## src/rtl/adf_spi_seq_writer.sv

```systemverilog
// adf_spi_seq_writer: FIFO-buffered serial register writer for ADF-family PLL/DDS parts.
// Words are shifted MSB-first on spi_clk/spi_data and latched by a rising edge on spi_le.
module adf_spi_seq_writer #(
    parameter int DATA_W     = 32,
    parameter int FIFO_DEPTH = 8,
    parameter int CLK_DIV    = 2,
    parameter int LE_SETUP   = 2,
    parameter int LE_HIGH    = 2
) (
    input  logic                            clk,
    input  logic                            rst,
    input  logic                            wr_en,
    input  logic [DATA_W-1:0]               wr_data,
    input  logic                            flush,
    input  logic                            ovf_clr,
    output logic                            full,
    output logic [$clog2(FIFO_DEPTH+1)-1:0] level,
    output logic                            overflow,
    output logic                            busy,
    output logic                            word_done,
    output logic                            spi_clk,
    output logic                            spi_data,
    output logic                            spi_le
);

    localparam int PTR_W    = $clog2(FIFO_DEPTH);
    localparam int LVL_W    = $clog2(FIFO_DEPTH + 1);
    localparam int BC_W     = $clog2(DATA_W + 1);
    localparam int MAX_A    = (CLK_DIV > LE_SETUP) ? CLK_DIV : LE_SETUP;
    localparam int MAX_HOLD = (MAX_A > LE_HIGH) ? MAX_A : LE_HIGH;
    localparam int CNT_W    = (MAX_HOLD > 1) ? $clog2(MAX_HOLD) : 1;

    typedef enum logic [2:0] {
        IDLE,
        SETUP,
        CLK_LO,
        CLK_HI,
        HOLD,
        GAP
    } state_t;

    logic [DATA_W-1:0] mem [FIFO_DEPTH];
    logic [PTR_W-1:0]  wr_ptr;
    logic [PTR_W-1:0]  rd_ptr;
    logic [LVL_W-1:0]  count;
    logic              push;
    logic              drop;
    logic              pop;

    state_t            state;
    state_t            state_nxt;
    logic [CNT_W-1:0]  cnt;
    logic [CNT_W-1:0]  cnt_nxt;
    logic [DATA_W-1:0] shift;
    logic [DATA_W-1:0] shift_nxt;
    logic [BC_W-1:0]   bit_cnt;
    logic [BC_W-1:0]   bit_cnt_nxt;
    logic              clk_nxt;
    logic              data_nxt;
    logic              le_nxt;
    logic              done_nxt;
    logic              cnt_zero;

    assign full     = (count == LVL_W'(FIFO_DEPTH));
    assign level    = count;
    assign push     = wr_en && !full && !flush;
    assign drop     = wr_en && full && !flush;
    assign busy     = (state != IDLE) || (count != '0);
    assign cnt_zero = (cnt == '0);

    always_ff @(posedge clk) begin
        if (push) begin
            mem[wr_ptr] <= wr_data;
        end
    end

    // A drop is judged against the pre-pop fill level, so a full FIFO drops even while popping.
    always_ff @(posedge clk or posedge rst) begin
        if (rst) begin
            wr_ptr   <= '0;
            rd_ptr   <= '0;
            count    <= '0;
            overflow <= 1'b0;
        end else begin
            if (flush) begin
                wr_ptr <= '0;
                rd_ptr <= '0;
                count  <= '0;
            end else begin
                if (push) begin
                    wr_ptr <= wr_ptr + 1'b1;
                end
                if (pop) begin
                    rd_ptr <= rd_ptr + 1'b1;
                end
                case ({push, pop})
                    2'b10:   count <= count + 1'b1;
                    2'b01:   count <= count - 1'b1;
                    default: ;
                endcase
            end
            if (drop) begin
                overflow <= 1'b1;
            end else if (ovf_clr) begin
                overflow <= 1'b0;
            end
        end
    end

    always_ff @(posedge clk or posedge rst) begin
        if (rst) begin
            state     <= IDLE;
            cnt       <= '0;
            shift     <= '0;
            bit_cnt   <= '0;
            spi_clk   <= 1'b1;
            spi_data  <= 1'b0;
            spi_le    <= 1'b1;
            word_done <= 1'b0;
        end else begin
            state     <= state_nxt;
            cnt       <= cnt_nxt;
            shift     <= shift_nxt;
            bit_cnt   <= bit_cnt_nxt;
            spi_clk   <= clk_nxt;
            spi_data  <= data_nxt;
            spi_le    <= le_nxt;
            word_done <= done_nxt;
        end
    end

    // Each state loads cnt with its duration minus one on entry and leaves when it reaches zero.
    always_comb begin
        state_nxt   = state;
        cnt_nxt     = cnt;
        shift_nxt   = shift;
        bit_cnt_nxt = bit_cnt;
        clk_nxt     = spi_clk;
        data_nxt    = spi_data;
        le_nxt      = spi_le;
        done_nxt    = 1'b0;
        pop         = 1'b0;

        if (flush) begin
            state_nxt   = IDLE;
            cnt_nxt     = '0;
            bit_cnt_nxt = '0;
            clk_nxt     = 1'b1;
            data_nxt    = 1'b0;
            le_nxt      = 1'b1;
        end else begin
            case (state)
                IDLE: begin
                    if (count != '0) begin
                        pop         = 1'b1;
                        shift_nxt   = mem[rd_ptr];
                        bit_cnt_nxt = '0;
                        le_nxt      = 1'b0;
                        cnt_nxt     = CNT_W'(LE_SETUP - 1);
                        state_nxt   = SETUP;
                    end
                end
                SETUP: begin
                    if (cnt_zero) begin
                        clk_nxt   = 1'b0;
                        data_nxt  = shift[DATA_W-1];
                        cnt_nxt   = CNT_W'(CLK_DIV - 1);
                        state_nxt = CLK_LO;
                    end else begin
                        cnt_nxt = cnt - 1'b1;
                    end
                end
                CLK_LO: begin
                    if (cnt_zero) begin
                        clk_nxt     = 1'b1;
                        shift_nxt   = {shift[DATA_W-2:0], 1'b0};
                        bit_cnt_nxt = bit_cnt + 1'b1;
                        cnt_nxt     = CNT_W'(CLK_DIV - 1);
                        state_nxt   = CLK_HI;
                    end else begin
                        cnt_nxt = cnt - 1'b1;
                    end
                end
                CLK_HI: begin
                    if (cnt_zero) begin
                        cnt_nxt = CNT_W'(CLK_DIV - 1);
                        if (bit_cnt == BC_W'(DATA_W)) begin
                            state_nxt = HOLD;
                        end else begin
                            clk_nxt   = 1'b0;
                            data_nxt  = shift[DATA_W-1];
                            state_nxt = CLK_LO;
                        end
                    end else begin
                        cnt_nxt = cnt - 1'b1;
                    end
                end
                HOLD: begin
                    if (cnt_zero) begin
                        le_nxt    = 1'b1;
                        data_nxt  = 1'b0;
                        cnt_nxt   = CNT_W'(LE_HIGH - 1);
                        state_nxt = GAP;
                    end else begin
                        cnt_nxt = cnt - 1'b1;
                    end
                end
                GAP: begin
                    if (cnt_zero) begin
                        done_nxt  = 1'b1;
                        state_nxt = IDLE;
                    end else begin
                        cnt_nxt = cnt - 1'b1;
                    end
                end
                default: begin
                    state_nxt = IDLE;
                end
            endcase
        end
    end

endmodule

```

## config.mk

```make
export PLATFORM = sky130hd
export DESIGN_NAME = adf_spi_seq_writer
export DESIGN_NICKNAME = d
export VERILOG_FILES = /design/src/rtl/adf_spi_seq_writer.sv
export SDC_FILE = /design/constraint.sdc
export NUM_CORES = 1
export LEC_CHECK = 0
export ABC_AREA = 0
export ABC_CLOCK_PERIOD_IN_PS = 9600
export CAP_MARGIN = 20
export CORE_MARGIN = 5
export CORE_UTILIZATION = 65
export CTS_CLUSTER_DIAMETER = 60
export CTS_CLUSTER_SIZE = 12
export DETAILED_ROUTE_END_ITERATION = 10
export GPL_TIMING_DRIVEN = 0
export PLACE_DENSITY = 0.83
export SYNTH_ARGS = -nofsm -noshare
export SYNTH_HDL_FRONTEND = slang
export SYNTH_SLANG_ARGS = --single-unit
```

## constraint.sdc

```tcl
create_clock -name clk -period 9.6 [get_ports clk]
set_input_delay 1.92 -clock clk [delete_from_list [all_inputs] [get_ports clk]]
set_output_delay 1.92 -clock clk [all_outputs]
set_load 0.05 [all_outputs]
```

==> results of run 1 <==
-- cell families after synthesis --
family | share of synthesized area
multiplexers | 0.142
AND/OR/NAND/NOR | 0.0536
XOR/XNOR | 0.00760
AO/OA/AOI/OAI | 0.0450
adder cells (fa/ha/maj) | 0.00600
flip-flops | 0.729
buffers and inverters | 0.0175
-- registers in the layout, indices dropped and copies added (netlist names) --
register,count
mem,256
shift,32
bit_cnt,6
level,4
rd_ptr,3
state,3
wr_ptr,3
cnt,1
overflow,1
spi_clk,1
spi_data,1
spi_le,1
word_done,1
-- layout by cell type, fill, tap and decap left out, types with 3 or more instances in the layout --
master / instances
edfxtp_1: 256
nand2_1: 83
mux4_2: 64
dfrtp_1: 55
clkbuf_1: 46
clkdlybuf4s50_1: 46
o21ai_1: 37
o21ai_0: 34
mux2i_1: 33
clkbuf_16: 31
nor2_1: 18
a21oi_1: 16
buf_2: 13
buf_6: 9
inv_1: 7
nand3_1: 7
xnor2_1: 6
nor2_4: 6
ha_1: 6
buf_12: 6
nor3_1: 5
nand2b_1: 5
a31oi_1: 4
buf_1: 4
nor4_1: 3
nor3_2: 3
nand3b_1: 3
xor2_1: 3
-- power by group --
part	total (W)	internal (W)	switching [W]
clock	0.00107	0.000602	0.000467
combinational	0.000900	0.000348	0.000552
sequential	0.00166	0.00159	0.0000712
total	0.00363	0.00254	0.00109
-- layer usage --
layer	share of wire	global-route usage	wire [um]	up-vias
met5	0	0	0	-
met2	0.51	0.436	14000	456
li1	-	-	-	3019
met4	0.038	0.0902	1040	0
met1	0.37	0.350	10200	3620
met3	0.088	0.0410	2430	84
-- worst paths after layout --
check,from,endpoint,slack [ns]
setup / recovery,state[0],busy,5.12
hold / removal,overflow,overflow,0.49
setup reg to reg,level[0],mem[1][27],6.53
hold reg to reg,overflow,overflow,0.49
max in group asynchronous,rst,shift[24],7.41
min in group asynchronous,rst,level[2],1.64
-- metrics by stage --
stage | hold slack (ns) | total power, W | area (um2) | setup WS, ns
6_report | 0.489 | 0.00363 | 14500 | 5.12
5_1_grt | 0.519 | 0.00377 | 14500 | 5.04
4_1_cts | 0.493 | 0.00362 | 14500 | 5.13
3_5_place_dp | 0.474 | 0.00255 | 13600 | 4.77
3_3_place_gp | 0.464 | 0.00249 | 13300 | 1.53
2_1_floorplan | 0.450 | 0.00229 | 12500 | 4.43
-- worst max-delay path, cell delays in order, from the launching register on --
cell and delay, ns:
dfrtp_1 0.38, clkbuf_1 0.22, nor3_2 0.57, nand2_1 0.12, clkdlybuf4s50_1 0.72
-- layout make-up --
cell class                      count  area [um2]
Clock buffer                       54         862
Fill cell                         963        4380
Timing Repair Buffer               60         687
Multi-Input combinational cell    362        3230
Clock inverter                      1        11.3
Buffer                             42         189
Sequential cell                   313        9120
Inverter                            8        30.0
Tap cell                          260         325
==> metrics, run 1 <==
status completed; CP arrival approximately 2.6 ns; RSZ-0062 raised after global routing false; Ys Warns 0; Initial DRT Pass Iterations 7; initial detailed-routing violation count 1026; vias in the first global route 7417; DR vias about 7000; LEAKAGE 4.84 nW; Critical Path Start Type flip-flop; TritonCTS clock tree yes; Pwr Density 251 nW/um2; final cycle utilization of the critical path 0.467; final wirelength 27700 um; final hold violations 0; Worst-Skew Late Latency 0.55 ns; top_reg_cell synth edfxtp_1; Max-cap violations 0; gpl congestion 0.886; largest net degree at the start of global routing 45; total grt overflow 0; initial antenna violation count 0; Die Ht 149 um; count leader, synth edfxtp_1; Avg Vias per Cell 6.53; Starting Density 0.664; #FFs+latches synth roughly 310; Die Width around 150 um; Port-buffer cells 46; H-Tree Level Count 1; ANT cells 0; Hold Crit Depth 1; Seq/Total Area, Yosys 0.729; maximum VDD drop ~0.19 mV; CTS Hold Bufs 0; Mapped Cells 725; CORE AREA 18800 um2; FP Rows 50; Setup violations, final 0; Post-CTS Resized 0; share of flip-flops with an asynchronous set or reset 0.182; Critical Path Sink Type primary output; TNS Setup 0 ns; Synth area leaders edfxtp_1 (61%), mux4_2 (12%), dfrtp_1 (11%); io pins 48; Final ANT Viol Nets 0; Clock Path Buffers 3; Worst Path Required about 7.7 ns; fin cells 1100; worst hold path type reg2reg; Nets 860; reg2reg path depth 6; WS Path Type reg2out; Peak Freq about 220 MHz; synthesized area approximately 13000 um2; Max-Slew Margin vs Limit 0.311; TritonCTS Buffers 30; CP max FO 10; post-layout util 0.767; synth cell count leaders edfxtp_1 (256), nand2_1 (83), mux4_2 (64); clk_skew 0.0186 ns; DRC 0; die area 22100 um2; total track usage 0.258; Synth area leader edfxtp_1; clk sink count between 300 and 400; root buffer selected by CTS clkbuf_16; Synth Net Count 768; Worst Tran Pin Value 1.03 ns; post-CTS setup buffers 0; Synth cell types between 40 and 50; Area growth syn-to-layout 15.5%; Placed Cells incl. Taps ~1000; final slew viol count 0; fin crit period 4.48 ns; Routed wire per std cell 25.2 um; first-pass GRT wire length 42800 um; post-detail-place hpwl roughly 17000 um; Synth Area per Inst 17.3 um2; layout cells sized above 1 0.170; Yosys top cell area share 0.614; Reg clk slew, reported paths 0.06 ns; number of flops mapped to enable cells by yosys 256
No activity file was read; power rests on OpenSTA's default activity.
==> inputs of run 2 (changes only) <==
--- a/config.mk
+++ b/config.mk
@@ -6,15 +6,15 @@
 export NUM_CORES = 1
 export LEC_CHECK = 0
 export ABC_AREA = 0
-export ABC_CLOCK_PERIOD_IN_PS = 9600
+export ABC_CLOCK_PERIOD_IN_PS = 3600
 export CAP_MARGIN = 20
 export CORE_MARGIN = 5
-export CORE_UTILIZATION = 65
+export CORE_UTILIZATION = 55
 export CTS_CLUSTER_DIAMETER = 60
 export CTS_CLUSTER_SIZE = 12
 export DETAILED_ROUTE_END_ITERATION = 10
 export GPL_TIMING_DRIVEN = 0
-export PLACE_DENSITY = 0.83
+export PLACE_DENSITY = 0.75
 export SYNTH_ARGS = -nofsm -noshare
 export SYNTH_HDL_FRONTEND = slang
 export SYNTH_SLANG_ARGS = --single-unit
==> constraint.sdc (replaced) <==
create_clock -name clk -period 3.6 [get_ports clk]
set_input_delay 0.72 -clock clk [delete_from_list [all_inputs] [get_ports clk]]
set_output_delay 0.72 -clock clk [all_outputs]
set_load 0.05 [all_outputs]
==> run 2 against run 1 <==
Critical path depth unchanged. Worst hold slack better by 0.0035 ns. Register-to-register slack got worse by 5.9 ns. Clock-buffer cell count fell by 1. Die area increased by 17%. Wire length is 2.3% lower. Clock skew down 0.0045 ns. Non-clock buffer count down 2. Highest routed layer unchanged.
==> metrics, run 2 (same netlist as run 1, synthesis figures left out) <==
final wirelength 27000 um (-2.3%); Starting Density 0.556 (-0.108); LEAKAGE 4.85 nW (+0.20%); total track usage 0.212 (-0.0457); maximum VDD drop 0.385 mV (+110%); die area 25900 um2 (+17%); CTS Hold Bufs 0 (unchanged); Area growth syn-to-layout 16.3%; TritonCTS Buffers 30 (unchanged); Max-Slew Margin vs Limit 0.256 (-0.0556); reg2reg start rd_ptr[1]; CP arrival 2.64 ns (+0.08 ns); post-CTS setup buffers 0 (unchanged); Routed wire per std cell 24.1 um (-4.2%); io pins 48 (unchanged); Worst Path Required 2.88 ns (-4.80 ns); reg2reg path depth 6 (unchanged); Port-buffer cells 46 (unchanged); Worst path depth 4 (unchanged); post-detail-place hpwl 17200 um (+1.6%); Worst-Skew Late Latency 0.54 ns (about the same); Reg2Reg Setup Slack 0.68 ns (-5.85 ns); ANT cells 0 (unchanged); final hold violations 0 (unchanged); root buffer selected by CTS clkbuf_16; status completed; WHS Endpoint shift[3]; Hold Crit Depth 2 (+1); CP max stage delay 0.73 ns (about the same); initial detailed-routing violation count 674 (-34%); clk sink count 313 (unchanged); Worst Tran Pin Value 1.12 ns (+0.0835 ns); Reg clk slew, reported paths 0.06 ns (about the same); WS Path Type reg2out; CP bufs+invs 2 (unchanged); Peak Freq 298 MHz; largest net degree at the start of global routing 40 (-11%); CORE AREA 22500 um2 (+20%); critical path launch point state[0]; clk_skew 0.0141 ns (-0.00453 ns); first-pass GRT wire length 42200 um (-1.4%); Worst path slowest cell clkdlybuf4s50_1; initial antenna violation count 0 (unchanged); RSZ-0062 raised after global routing false; Initial DRT Pass Iterations 5 (-2); Avg Vias per Cell 6.21 (-4.9%); RR Endpoint shift[20]; CP cell instances clkbuf_1, nor3_2, nand2_1, clkdlybuf4s50_1; Die Ht 161 um (+8.1%); Final ANT Viol Nets 0 (unchanged); post-layout util 0.647 (-0.121); FP Rows 55 (+10%); Setup violations, final 0 (unchanged); total grt overflow 0 (unchanged); Reg with most FFs mem; Post-CTS Resized 0 (unchanged); TNS Setup 0 ns (unchanged); Crit path max-delay family buffers and inverters; Die Width 161 um (+8.1%); Clock Path Buffers 3 (unchanged); DR vias 6965 (-3.0%); HP Start shift[3]; CP max FO 10 (unchanged); Critical Path Start Type flip-flop; Nets 858 (-0.23%); biggest regs mem (256), shift (32), bit_cnt (6); final slew viol count 0 (unchanged); max FFs per register 256 (unchanged); vias in the first global route 7286 (-1.8%); Design Power 0.00964 W (+170%); commonest non-fill, non-tap cells in the layout edfxtp_1 (256), nand2_1 (83), mux4_2 (64); Max-cap violations 0 (unchanged); leading cell type in the layout, fill and taps excluded edfxtp_1; TritonCTS clock tree yes; gpl congestion 0.838 (-5.4%); DRC 0 (unchanged); Pwr Density 662 nW/um2 (+160%); Critical Path Sink Type primary output; H-Tree Level Count 1 (unchanged); worst hold path type reg2reg; final cycle utilization of the critical path 0.932; fin crit period 3.36 ns; layout cells sized above 1 0.170 (-0.000585)
run 2: report_power, final:
part           internal [W]  switching (W)  leakage, nW
sequential          0.00423       0.000187         3.04
combinational      0.000944        0.00142         1.39
clock               0.00162        0.00124        0.419
run 2: per-stage QoR:
step           cells  worst slack, ns  instance area, um2  hold slack (ns)
4_1_cts         1121            0.219               14500            0.494
3_3_place_gp    1056            -1.68               13300            0.461
3_5_place_dp    1067           0.0965               13700            0.478
6_report        1122            0.245               14600            0.493
5_1_grt         1122            0.147               14600            0.515
2_1_floorplan    725           0.0696               12500            0.450
run 2: worst max path at each step:
| stage | end | slack [ns] |
|---|---|---|
| CTS | busy | 0.22 |
| floorplan | mem[4][0] | 0.07 |
| detailed placement | mem[5][23] | 0.1 |
| finish | busy | 0.24 |
| global placement | mem[5][23] | -1.68 |
| global route | busy | 0.15 |
run 2: cell type report:
cell class / count / area, um2
repair buffers: 58 / 741
multi-input cells: 362 / 3240
clock buffers: 53 / 868
clock inverters: 1 / 8.76
well taps: 285 / 357
fillers: 1423 / 7950
flip-flops and latches: 313 / 9120
plain buffers: 42 / 189
inverters: 8 / 30.0
run 2: tightest hold or removal path: stages (launching register included):
cell	delay, ns
dfrtp_1	0.34
nand2_1	0.05
o21ai_1	0.07
run 2: layer usage:
metal / wire (um) / vias up / track usage
met5: 0 / - / 0
met4: 554 / 0 / 0.0597
met3: 1710 / 36 / 0.0280
met2: 13800 / 316 / 0.362
met1: 10900 / 3614 / 0.294
li1: - / 2999 / -
==> inputs of run 3 (changes only) <==
--- a/config.mk
+++ b/config.mk
@@ -15,6 +15,7 @@
 export DETAILED_ROUTE_END_ITERATION = 10
 export GPL_TIMING_DRIVEN = 0
 export PLACE_DENSITY = 0.75
+export SKIP_CTS_REPAIR_TIMING = 1
 export SYNTH_ARGS = -nofsm -noshare
 export SYNTH_HDL_FRONTEND = slang
 export SYNTH_SLANG_ARGS = --single-unit
==> results of run 3 <==
The final DEF is identical to that of run 2; final timing and power are the same.
==> edit (settings of run 2) <==
`CLK_DIV`: 2 -> 1.
--- a/src/rtl/adf_spi_seq_writer.sv
+++ b/src/rtl/adf_spi_seq_writer.sv
@@ -3,7 +3,7 @@
 module adf_spi_seq_writer #(
     parameter int DATA_W     = 32,
     parameter int FIFO_DEPTH = 8,
-    parameter int CLK_DIV    = 2,
+    parameter int CLK_DIV    = 1,
     parameter int LE_SETUP   = 2,
     parameter int LE_HIGH    = 2
 ) (
Check against the original RTL: not equivalent (a bounded check fails within 10 cycles, from zero or initial values and one cycle with rst high).
==> edit against run 2 <==
  * Maximum frequency is 2.6% lower
  * Final area is 1.1% higher
  * Count of clock-buffer cells in the layout is 1 higher
  * Hold slack worse by 0.0087 ns
  * Clock power is 2% higher
  * Total power is 3.7% higher
  * Sequential cell count stayed put
  * Worst setup slack worse by 0.091 ns
  * Synthesized area is 0.62% higher
  * Non-clock buffer count is 11 higher
  * Sequential share of layout area is 0.69 points lower
  * Wire length is 1.8% lower
  * Die area is 0.58% higher
  * Critical path type unchanged
==> edit: results (changes against run 2) <==
[status]
status=finished, final reports clean  ; unchanged

[layout]
inv_count=13  ; was 8
clk_share=0.0618  ; was 0.0603
multi_input_cells=336  ; was 362
multi_input_area_share=0.222  ; was 0.223
fill_cells=1508  ; was 1423
syn2layout_area_growth_pct=16.9  ; was 16.3%
clock_buffers=54  ; was 53
nonClkBufAreaFrac=0.0695  ; was 0.0639
final_layout_size_suffix_gt1_frac=0.191  ; was 0.170

[detailed_routing]
first_iter_violations=762  ; was 674
wl_per_cell_um=23.8  ; was 24.1 um

[critical_path]
critPathMaxFanout=9  ; was 10
reg2reg_depth=8  ; was 6
crit_arrival_ns=2.73  ; was 2.64 ns
max_stage_delay_ns=0.84  ; was 0.73 ns
cp-endpoint=full  ; was busy
rr_endpoint=mem[4][18]$_DFFE_PP_  ; was shift[20]$_DFFE_PP0P_
worstSetupStartpoint=level[0]$_DFFE_PP0P_  ; was state[0]$_DFFE_PP0P_
rr_startpoint=level[3]$_DFFE_PP0P_  ; was rd_ptr[1]$_DFFE_PP0P_

[power]
leakagePower_uw=0.00483  ; was 0.00485 uW
sequentialPowerShare=0.445  ; was 0.459
pg_comb_uw=2620  ; was 2360 uW
p_int_uw=7030  ; was 6800 uW

[global_routing]
grt_usage=0.209  ; was 0.212
grt_pass1_wl_mm=41.9  ; was 42.2 mm
grt_pass1_vias=7402  ; was 7286

[placement]
port_buffers=47  ; was 46
dpl.hpwl_mm=17.3  ; was 17.2 mm
placed_area_um2=13800  ; was 13700 um2
gp_congestion=0.843  ; was 0.838

[synth]
synth_adder_area_share=0.00596  ; was 0.00600
ys_seq_area_frac=0.724  ; was 0.729
muxShareOfSynthArea=0.139  ; was 0.142
synth.top_cells.by_count=edfxtp_1, nand2_1, mux4_2, dfrtp_1, mux2i_1  ; was edfxtp_1, nand2_1, mux4_2, dfrtp_1, o21ai_1
syn_nets=747  ; was 768
synth-compound-area-share=0.0504  ; was 0.0450

[timing]
skew_ns=0.00790  ; was 0.0141 ns
relSlewSlack=0.391  ; was 0.256

-- edit: worst register-to-register path: stages, from the launching register on --
cell and delay [ns]:
dfrtp_1 0.48, or4b_1 0.20, buf_2 0.16, inv_1 0.12, nor2_1 0.35, nand2_1 0.33, nor4_4 0.76, buf_8 0.26
buf_6 0.17
-- edit: layer usage --
| metal | up-vias | wire (um) | GRT usage | part of all wire |
|---|---|---|---|---|
| li1 | 3024 | - | - | - |
| met1 | 3621 | 10800 | 0.287 | 0.41 |
| met2 | 280 | 13400 | 0.355 | 0.50 |
| met3 | 53 | 1540 | 0.0301 | 0.058 |
| met4 | 0 | 753 | 0.0613 | 0.028 |
| met5 | - | 0 | 0 | 0 |
-- edit: through the flow --
| stage | cells | setup WS (ns) |
|---|---|---|
| 2_1_floorplan | 704 | -0.312 |
| 3_3_place_gp | 1036 | -3.25 |
| 3_5_place_dp | 1057 | -0.153 |
| 4_1_cts | 1113 | 0.110 |
| 5_1_grt | 1114 | 0.0629 |
| 6_report | 1114 | 0.153 |
